<file path="config.mk">
export PLATFORM = sky130hd
export DESIGN_NAME = uart_rx_flat
export DESIGN_NICKNAME = d
export VERILOG_FILES = /design/src/rtl/uart_rx_if.sv /design/src/rtl/uart_rx.sv /design/src/flat_wrapper.sv
export SDC_FILE = /design/constraint.sdc
export NUM_CORES = 1
export LEC_CHECK = 0
export CORE_ASPECT_RATIO = 1.25
export CORE_UTILIZATION = 50
export CTS_CLUSTER_SIZE = 12
export DETAILED_ROUTE_END_ITERATION = 10
export PLACE_DENSITY = 0.71
export SLEW_MARGIN = 20
export SYNTH_ARGS = -nofsm -noshare
export SYNTH_HDL_FRONTEND = slang
export SYNTH_SLANG_ARGS = --single-unit
</file>
<file path="constraint.sdc">
create_clock -name clk -period 4.4 [get_ports clk]
set_clock_uncertainty 0.05 [all_clocks]
set_input_delay 0.66 -clock clk [delete_from_list [all_inputs] [get_ports clk]]
set_output_delay 0.66 -clock clk [all_outputs]
set_load 0.02 [all_outputs]
</file>
<file path="src/rtl/uart_rx_if.sv">
// Serial receive interface: raw line in, received word and status strobes out.
// The receiver takes the slave side; whatever drives the line and consumes words takes master.
interface uart_rx_if #(
  parameter int DATA_W = 8
);
  logic              rx_in;
  logic [DATA_W-1:0] rx_data;
  logic              rx_valid;
  logic              frame_err;
  logic              busy;

  modport master (
    output rx_in,
    input  rx_data,
    input  rx_valid,
    input  frame_err,
    input  busy
  );

  modport slave (
    input  rx_in,
    output rx_data,
    output rx_valid,
    output frame_err,
    output busy
  );
endinterface

</file>
<file path="src/rtl/uart_rx.sv">
// 8N1-style serial receiver: two-flop line synchroniser, mid-bit sampling FSM,
// stop-bit check with a one-cycle word/error strobe and a break-hold state.
module uart_rx #(
  parameter int DATA_W       = 8,
  parameter int CLKS_PER_BIT = 4
) (
  input  logic     clk,
  input  logic     rst_b,
  uart_rx_if.slave bus
);

  localparam int CNT_W = (CLKS_PER_BIT > 1) ? $clog2(CLKS_PER_BIT) : 1;
  localparam int IDX_W = (DATA_W > 1) ? $clog2(DATA_W) : 1;

  localparam logic [CNT_W-1:0] HALF_LAST = CNT_W'(CLKS_PER_BIT / 2 - 1);
  localparam logic [CNT_W-1:0] BIT_LAST  = CNT_W'(CLKS_PER_BIT - 1);
  localparam logic [IDX_W-1:0] IDX_LAST  = IDX_W'(DATA_W - 1);

  typedef enum logic [2:0] {
    IDLE,
    START,
    DATA,
    STOP,
    BRK
  } state_t;

  state_t            state;
  logic [CNT_W-1:0]  cnt;
  logic [IDX_W-1:0]  idx;
  logic [DATA_W-1:0] shreg;
  logic              sync1;
  logic              rx_s;

  // Line idles high, so the synchroniser resets to 1 to avoid a false start bit.
  always_ff @(posedge clk or negedge rst_b) begin
    if (!rst_b) begin
      sync1 <= 1'b1;
      rx_s  <= 1'b1;
    end else begin
      sync1 <= bus.rx_in;
      rx_s  <= sync1;
    end
  end

  always_ff @(posedge clk or negedge rst_b) begin
    if (!rst_b) begin
      state         <= IDLE;
      cnt           <= '0;
      idx           <= '0;
      shreg         <= '0;
      bus.rx_data   <= '0;
      bus.rx_valid  <= 1'b0;
      bus.frame_err <= 1'b0;
      bus.busy      <= 1'b0;
    end else begin
      bus.rx_valid  <= 1'b0;
      bus.frame_err <= 1'b0;
      case (state)
        IDLE: begin
          if (!rx_s) begin
            state    <= START;
            cnt      <= '0;
            bus.busy <= 1'b1;
          end
        end
        // Recheck the start bit half a bit later so a short glitch is dropped.
        START: begin
          if (cnt == HALF_LAST) begin
            if (!rx_s) begin
              state <= DATA;
              cnt   <= '0;
              idx   <= '0;
            end else begin
              state    <= IDLE;
              bus.busy <= 1'b0;
            end
          end else begin
            cnt <= cnt + 1'b1;
          end
        end
        DATA: begin
          if (cnt == BIT_LAST) begin
            shreg <= {rx_s, shreg[DATA_W-1:1]};
            cnt   <= '0;
            if (idx == IDX_LAST) begin
              state <= STOP;
            end else begin
              idx <= idx + 1'b1;
            end
          end else begin
            cnt <= cnt + 1'b1;
          end
        end
        STOP: begin
          if (cnt == BIT_LAST) begin
            cnt <= '0;
            if (rx_s) begin
              bus.rx_data  <= shreg;
              bus.rx_valid <= 1'b1;
              bus.busy     <= 1'b0;
              state        <= IDLE;
            end else begin
              bus.frame_err <= 1'b1;
              state         <= BRK;
            end
          end else begin
            cnt <= cnt + 1'b1;
          end
        end
        // Held-low line: wait for idle so a break reports only one error.
        BRK: begin
          if (rx_s) begin
            state    <= IDLE;
            bus.busy <= 1'b0;
          end
        end
        default: begin
          state    <= IDLE;
          bus.busy <= 1'b0;
        end
      endcase
    end
  end

endmodule

</file>
<file path="src/flat_wrapper.sv">
// flat-port wrapper written by rule: the top's interface ports become plain ports
module uart_rx_flat 
#(
  parameter int DATA_W       = 8,
  parameter int CLKS_PER_BIT = 4
)
  (clk, rst_b, bus_rx_in, bus_rx_data, bus_rx_valid, bus_frame_err, bus_busy);
  uart_rx_if #(.DATA_W(DATA_W)) bus_i ();
  input  logic clk;
  input  logic rst_b;
  input wire logic [$bits(bus_i.rx_in)-1:0] bus_rx_in;
  output wire logic [$bits(bus_i.rx_data)-1:0] bus_rx_data;
  output wire logic [$bits(bus_i.rx_valid)-1:0] bus_rx_valid;
  output wire logic [$bits(bus_i.frame_err)-1:0] bus_frame_err;
  output wire logic [$bits(bus_i.busy)-1:0] bus_busy;
  assign bus_i.rx_in = bus_rx_in;
  assign bus_rx_data = bus_i.rx_data;
  assign bus_rx_valid = bus_i.rx_valid;
  assign bus_frame_err = bus_i.frame_err;
  assign bus_busy = bus_i.busy;
  uart_rx #(.DATA_W(DATA_W), .CLKS_PER_BIT(CLKS_PER_BIT)) u_core (.clk(clk), .rst_b(rst_b), .bus(bus_i));
endmodule
</file>
* Word-level counts from Yosys, hierarchy flattened
Index checks and enable logic that the tools add are counted.
** Cells by class
- Reduce and logical (&&, ||, !) cells :: 9
- Add/subtract/negate cells :: 2
- Bitwise gates (word level) :: 1
- Shifts and indexed selects :: 0
- Magnitude comparators :: 0
- Equal/unequal tests :: 15
- Multiplexer cells :: 29
- $mul :: 0
- Divide/modulo/power cells :: 0
** Operators with widths (number)
- $mux 3 :: 11
- $pmux 3 s5 :: 1
- $mux 1 :: 10
- $ne 2x1->1 const B :: 5
- $mux 2 :: 4
- $eq 3x2->1 const B :: 2
- $eq 3x3->1 const B :: 2
- $ne 2x2->1 const B :: 3
- $pmux 2 s3 :: 1
- $pmux 3 s2 :: 1
- $reduce_and 6->1 :: 1
- $pmux 1 s5 :: 1
- $reduce_and 5->1 :: 1
- $reduce_and 4->1 :: 1
- $add 3x1->3 const B :: 1
- $eq 3x1->1 const B :: 1
- $logic_not 3->1 :: 1
- $reduce_and 3->1 :: 1
- $reduce_bool 3->1 :: 1
- $add 2x1->2 const B :: 1
- $eq 2x1->1 const B :: 1
- $eq 2x2->1 const B :: 1
- $reduce_and 2->1 :: 1
- $reduce_bool 2->1 :: 1
- 2 further kinds :: 2
** Storage, ports and cells
- Memory bits (writable) :: 0
- Latch bits :: 0
- Memories kept :: 0
- Flip-flop bits (word level) :: 29
- Word-level logic and storage cells :: 66
- Input bits :: 3
- Memory bits (read-only) :: 0
- Output and inout port bits :: 11

* Longest topological paths before layout
Gate-level depths: netlist of the first run.
- Word-level depth :: 4
- Mapped depth :: 5
- Depth with buffers taken out :: 5

* Worst setup path before layout of the first run
No wires, ideal clock.
- Path kind :: register to register
- Start :: register u_core.cnt[0]
- End :: register u_core.idx[0]
- Clock period less this slack :: 1.537 ns
- Data required time :: 4.225 ns
- Path buffers :: 1
- Library setup time :: 0.125 ns
- Arrival :: 1.362 ns
- Stages on the path, launching flop included :: 6
- Path slack :: 2.863 ns
- Cells stage by stage :: dfrtp_1 -> ha_1 -> nand4bb_1 -> buf_6 -> o32ai_4 -> mux2_4
** Between the ends
- Word-level cells in the longest chain between the ends :: 3
- Elaborated cells on any way between the ends :: 5
- Those cells by class :: 4 x eq/ne; 1 x reduce/logical
** RTL lines
- start: declaration :: RTL line uart_rx.sv:28 : logic [CNT_W-1:0] cnt;
- start signal: assignment :: RTL line uart_rx.sv:78 : cnt <= cnt + 1'b1;
- start signal: assignment :: RTL line uart_rx.sv:91 : cnt <= cnt + 1'b1;
- start signal: assignment :: RTL line uart_rx.sv:107 : cnt <= cnt + 1'b1;
- $eq 2x2->1 / $eq 2x1->1 (equally long branches) :: RTL line uart_rx.sv:82, uart_rx.sv:68
- $ne 2x1->1 (no line)
- $reduce_and 5->1 (no line) (*)
- end signal: assignment :: RTL line uart_rx.sv:88 : idx <= idx + 1'b1;
- end: declaration :: RTL line uart_rx.sv:29 : logic [IDX_W-1:0] idx;
Mark *: on every way between the ends. The rest lies on a longest branch, timed or not.
A chain may end at the register's enable or synchronous reset.

* Worst setup path after layout of the first run
- Start :: register u_core.cnt[0]
- End :: register u_core.idx[2]
Same word-level chain as after synthesis.

==> results of run 1 <==
cells in the final DEF, fill, tap and decap left out, types with 2 or more instances in the layout:
cell             instances
nand2_1                  3
mux2_4                   3
dfrtp_1                 27
nor2_1                   6
ha_1                     5
a31oi_1                  2
inv_1                    5
clkbuf_4                 5
dfstp_2                  2
clkdlybuf4s50_1         13
o22ai_1                  2
mux2_2                  16
clkinv_2                 2
path summary, 6_finish.rpt:
path | start | to | slack, ns | cells after the start
min in group asynchronous | rst_b | u_core.bus.busy | 0.66 | 2
max | u_core.cnt[0] | u_core.idx[2] | 2.37 | 4
min | u_core.sync1 | u_core.rx_s | 0.31 | 0
max in group asynchronous | rst_b | u_core.rx_s | 3.33 | 2
max reg2reg | u_core.cnt[0] | u_core.idx[2] | 2.37 | 4
min reg2reg | u_core.sync1 | u_core.rx_s | 0.31 | 0
metal layers:
metal | up-vias | track usage [%] | part of all wire [%] | wire length [µm]
met5 | - | 0 | 0 | 0
met4 | 0 | 15.55 | 1.4 | 31
met3 | 4 | 4.580 | 3.5 | 78
met2 | 18 | 30.16 | 49 | 1094
met1 | 412 | 20.26 | 46 | 1021
li1 | 388 | - | - | -
per-stage QoR:
stage	std cells	power (mW)	worst slack, ns
final	149	0.7957	2.371
after global routing	149	0.8470	2.258
after CTS	149	0.8068	2.348
after detailed placement	141	0.6511	2.385
after global placement	141	0.6385	2.442
after floorplan	99	0.5951	2.863
cells by family after synthesis:
group,count (synthesis),synth area share (%)
buf+inv,10,5.622
simple gates,21,9.401
mux,20,17.33
fa+ha+maj,6,5.346
flops,29,53.64
compound gates,13,8.664
cell type report:
class	count	area, µm²	area share [%]
Sequential cell	29	728.2	47.59
Multi-Input combinational cell	60	553.0	36.14
Timing Repair Buffer	14	137.6	8.994
Clock buffer	6	41.29	2.698
Tap cell	33	41.29	2.698
Inverter	5	18.77	1.226
Clock inverter	2	10.01	0.6541
power by group:
part           switching [mW]  internal, mW
Clock                  0.0896        0.0607
Sequential             0.0606         0.318
Combinational           0.132         0.134
Total                   0.283         0.513
registers in the layout (all words and copies together), names as in the netlist:
register / count
u_core.bus.busy: 1
u_core.bus.frame_err: 1
u_core.bus.rx_data: 8
u_core.bus.rx_valid: 1
u_core.cnt: 2
u_core.idx: 3
u_core.rx_s: 1
u_core.shreg: 8
u_core.state: 3
u_core.sync1: 1
==> results by group, run 1 <==
Run status
  • Status: finished clean

Clock network
  • Total CTS buffers: 5
  • Post-CTS setup buffers: 0
  • Root buf cell: clkbuf_4
  • Resized Gates After CTS: 0
  • Clock Path Buffers: 2
  • H-tree depth: 2
  • CTS Sinks: 29
  • Clock Latency Late Sink: 0.32 ns
  • Clock transition at path regs: 0.09 ns
  • CTS tree: done
  • CTS hold repair buffers: 0

STA
  • Endpoints failing hold: 0
  • Peak Freq: 492.8 MHz
  • Slew @ Worst Pin: 0.5367 ns
  • Tcrit/Tclk final: 46.12%
  • Final setup viols: 0
  • Final hold slack: 0.3141 ns
  • Fin crit period: 2.029 ns
  • Max-slew violation count: 0
  • RSZ-0062 raised after global routing: no
  • Final setup TNS: 0 ns
  • Worst slew margin: 64.01%

Floorplan
  • Core area: 2502 µm²
  • Die Span Y: 60.26 µm
  • Io pins: 14
  • Number of cell rows: 20
  • Die area: 2929 µm²
  • Chip width: 48.61 µm
  • Initial Utilization: 54.25%

Routing
  • Vias/cell: 5.517
  • Post-Route WL: 2.226 mm
  • 1st-iter DRT viols: 15
  • DRT Pass-1 Iters: 4
  • Routed wire per std cell: 14.94 µm
  • Drc violations: 0
  • Vias: 822
  • Post-route antenna net violation count: 0

Worst setup path
  • CP startpoint kind: flop
  • CP Max Fanout: 9
  • Setup CP Type: flop to flop
  • Crit. End Element: flop
  • CP delay by family, top: simple AND/OR/NAND/NOR gates
  • Crit path buf inv count: 0
  • Slowest cell delay on critical path: 0.48 ns
  • Worst-path cell chain: ha_1, nand4bb_1, o32ai_4, mux2_4
  • CP max-delay cell: nand4bb_1
  • Arr. time, crit path: 2.18 ns
  • CP required: 4.55 ns

Min path
  • Type of the tightest min-delay check: flop to flop

Global route
  • Largest net degree at the start of global routing: 30
  • Global-route wire length before repair: 3.774 mm
  • Vias in the first global route: 874
  • GR Util All Layers: 18.38%
  • Congestion Overflow GR: 0
  • Initial antenna violation count: 0

Place
  • Quantity of I/O buffers inserted on ports: 13
  • GPL Wtd Cong: 0.8452
  • Placed instance area: 1479 µm²
  • DP Wirelength: 1.527 mm

Layout
  • Area delta synth->final: 12.72%
  • Post-Route Utilization: 61.15%
  • Fillers: 222
  • Nets: 123
  • Fin area: 1530 µm²
  • Ratio of cells with drive above 1 in the final layout: 29.31%
  • N_diodes: 0

Yosys
  • Leading area contributor after synthesis: dfrtp_1
  • Post-Syn Area per Cell: 13.71 µm²
  • Largest cells by area after synthesis: dfrtp_1 (50%), mux2_2 (13%), ha_1 (4.6%)
  • Flops & latches, synth: 29
  • Register area share after synthesis: 53.64%
  • Synth Cell Area: 1358 µm²
  • Post-Synthesis Cells: 99
  • Asr flop ratio synth: 100.0%
  • Syn. warnings: 0
  • Most frequent cell after synthesis: dfrtp_1
  • Top cells by instance count after synthesis: dfrtp_1 (27), mux2_2 (16), nor2_1 (6)
  • Post-Syn Nets: 107
  • Top FF cell, synth: dfrtp_1
  • Post-synth EDFFs: 0
  • Number of distinct library cells after synthesis: 36
  • Area fraction of the dominant cell type after synthesis: 49.77%

Power and ir drop
  • VDD IR-drop max: 0.2841 mV
  • Pwr per Cell Area: 520.0 nW/µm²
  • LEAKAGE: 0.7301 nW

Flow run
  • Max-cap viol count: 0
Power figures use the tool's default switching activity.
==> run 2: changes to the inputs <==
Settings changed: CORE_UTILIZATION 50 to 49, PLACE_DENSITY 0.71 to 0.72.
Clock period 4.4 ns to 1.7 ns, I/O delays scaled along.
==> run 2 against run 1 <==
Total power increased to 2.7 times the previous value. Die area increased by 2.0%. Utilization decreased by 0.99 points. Cell count increased by 4.7%. Register-to-register slack got worse by 2.3 ns. Worst setup slack got worse by 2.3 ns. Via count increased by 2.1%.
==> results by group, run 2 (synthesis results as in run 1) <==
Run status
  • Status: finished clean

Routing
  • Post-Route WL: 2.406 mm (+8.1%)
  • Vias/cell: 5.378 (-2.5%)
  • Drc violations: 0 (unchanged)
  • 1st-iter DRT viols: 4 (-11)
  • Post-route antenna net violation count: 0 (unchanged)
  • Routed wire per std cell: 15.42 µm (+3.2%)
  • DRT Pass-1 Iters: 3 (-1)
  • Vias: 839 (+2.1%)

STA
  • Worst slew margin: 75.95% (+12 points)
  • Peak Freq: 619.7 MHz
  • Final setup viols: 0 (unchanged)
  • Fin crit period: 1.614 ns
  • Max-slew violation count: 0 (unchanged)
  • Tcrit/Tclk final: 94.92%
  • Slew @ Worst Pin: 0.3608 ns (-0.1760 ns)
  • Endpoints failing hold: 0 (unchanged)
  • Final setup TNS: 0 ns (unchanged)
  • RSZ-0062 raised after global routing: no

Clock network
  • Post-CTS setup buffers: 0 (unchanged)
  • Clock transition at path regs: 0.11 ns (+0.02 ns)
  • H-tree depth: 2 (unchanged)
  • CTS tree: done
  • CTS Sinks: 29 (unchanged)
  • Clock Latency Late Sink: 0.33 ns (about the same)
  • Clock Path Buffers: 2 (unchanged)
  • Total CTS buffers: 5 (unchanged)
  • Root buf cell: clkbuf_4

Worst setup path
  • Crit. End Element: output port
  • Slowest cell delay on critical path: 0.61 ns (+0.13 ns)
  • CP startpoint kind: flop
  • Crit path from: u_core.bus.rx_data[7]
  • CP Max Fanout: 2 (-7)
  • FF-to-FF Start: u_core.cnt[1]
  • CP max-delay cell: clkdlybuf4s50_1
  • CP required: 1.39 ns (-3.16 ns)
  • Critical path depth in cells: 1 (-3)
  • Crit path buf inv count: 1 (+1)
  • Setup CP Type: flop to output port
  • Worst-path cell chain: clkdlybuf4s50_1
  • Reg2reg path depth: 5 (+1)
  • Worst R2R End: u_core.idx[1]
  • CP Capture Point: bus_rx_data[7]
  • Arr. time, crit path: 1.31 ns (-0.87 ns)
  • Internal reg-to-reg setup slack: 0.09 ns (-2.28 ns)
  • CP delay by family, top: buffers and inverters

Floorplan
  • Number of cell rows: 21 (+5.0%)
  • Chip width: 49.08 µm (+0.98%)
  • Initial Utilization: 51.16% (-3.1 points)
  • Core area: 2654 µm² (+6.1%)
  • Io pins: 14 (unchanged)
  • Die area: 2987 µm² (+2.0%)
  • Die Span Y: 60.85 µm (+0.99%)

Global route
  • Global-route wire length before repair: 4.091 mm (+8.4%)
  • Congestion Overflow GR: 0 (unchanged)
  • Largest net degree at the start of global routing: 30 (unchanged)
  • Initial antenna violation count: 0 (unchanged)
  • GR Util All Layers: 19.31% (+0.93 points)
  • Vias in the first global route: 888 (+1.6%)

Layout
  • Largest registers: u_core.bus.rx_data: 8 flops, u_core.shreg: 8 flops
  • Area delta synth->final: 17.60%
  • Multi-input gate area: 571.8 µm² (+3.4%)
  • N_diodes: 0 (unchanged)
  • Nets: 129 (+4.9%)
  • Ratio of cells with drive above 1 in the final layout: 35.25% (+5.9 points)
  • Most frequent cells in the layout: dfrtp_1 (27), mux2_2 (16), clkdlybuf4s50_1 (13)
  • Reg area: 728.2 µm² (unchanged)
  • Leading cell type in the layout, fill and taps excluded: dfrtp_1
  • Fillers: 223 (+0.45%)

Power and ir drop
  • Pwr per Cell Area: 1352 nW/µm² (+160%)
  • VDD IR-drop max: 0.7403 mV (+160%)
  • Power Total: 2.158 mW (+170%)
  • LEAKAGE: 0.7446 nW (+2.0%)

Flow run
  • Max-cap viol count: 0 (unchanged)

Min path
  • Type of the tightest min-delay check: input pin to asynchronous set/reset pin

Place
  • Quantity of I/O buffers inserted on ports: 13 (unchanged)
  • DP Wirelength: 1.614 mm (+5.7%)
  • GPL Wtd Cong: 0.8654 (+2.4%)
[run 2: per-stage QoR]
step / instance area, µm² / std cells / utilization [%] / hold WS, ns / setup slack [ns]
after floorplan: 1358 / 99 / - / -0.09059 / 0.1625
after CTS: 1578 / 155 / 59.45 / 0.2401 / 0.02581
after global routing: 1597 / 156 / 60.16 / 0.2646 / 0.006764
after detailed placement: 1518 / 147 / 57.19 / 0.2996 / 0.04174
final: 1597 / 156 / 60.16 / 0.2366 / 0.08630
after global placement: 1518 / 147 / 57.19 / 0.3000 / 0.1184
[run 2: area by class of cell]
type / count / area share, %
Sequential cell: 29 / 45.61
Multi-Input combinational cell: 61 / 35.82
Timing Repair Buffer: 19 / 10.97
Tap cell: 34 / 2.665
Clock buffer: 5 / 2.351
Clock inverter: 3 / 1.411
Inverter: 5 / 1.176
[run 2: power breakdown]
part	total [mW]	internal [mW]	switching [mW]
combinational	0.784	0.385	0.400
clock	0.424	0.160	0.264
sequential	0.949	0.824	0.125
total	2.16	1.37	0.789
[run 2: worst min-delay path by stage]
| stage | startpoint | end | slack [ns] |
|---|---|---|---|
| after CTS | rst_b | u_core.shreg[2] | 0.24 |
| after floorplan | rst_b | u_core.bus.busy | -0.09 |
| after global routing | rst_b | u_core.shreg[0] | 0.26 |
| after detailed placement | u_core.sync1 | u_core.rx_s | 0.30 |
| after global placement | u_core.sync1 | u_core.rx_s | 0.30 |
| final | rst_b | u_core.shreg[2] | 0.24 |
[run 2: routing by layer]
metal | track usage, % | up-vias | routed length (µm)
li1 | - | 400 | -
met1 | 20.97 | 420 | 1030
met2 | 32.29 | 13 | 1209
met3 | 7.268 | 6 | 104
met4 | 12.18 | 0 | 62
met5 | 0 | - | 0
[run 2: timing repair]
action	in CTS	in global routing
hold buffers	0	0
setup endpoints to repair	0	8
gates resized for setup	0	3
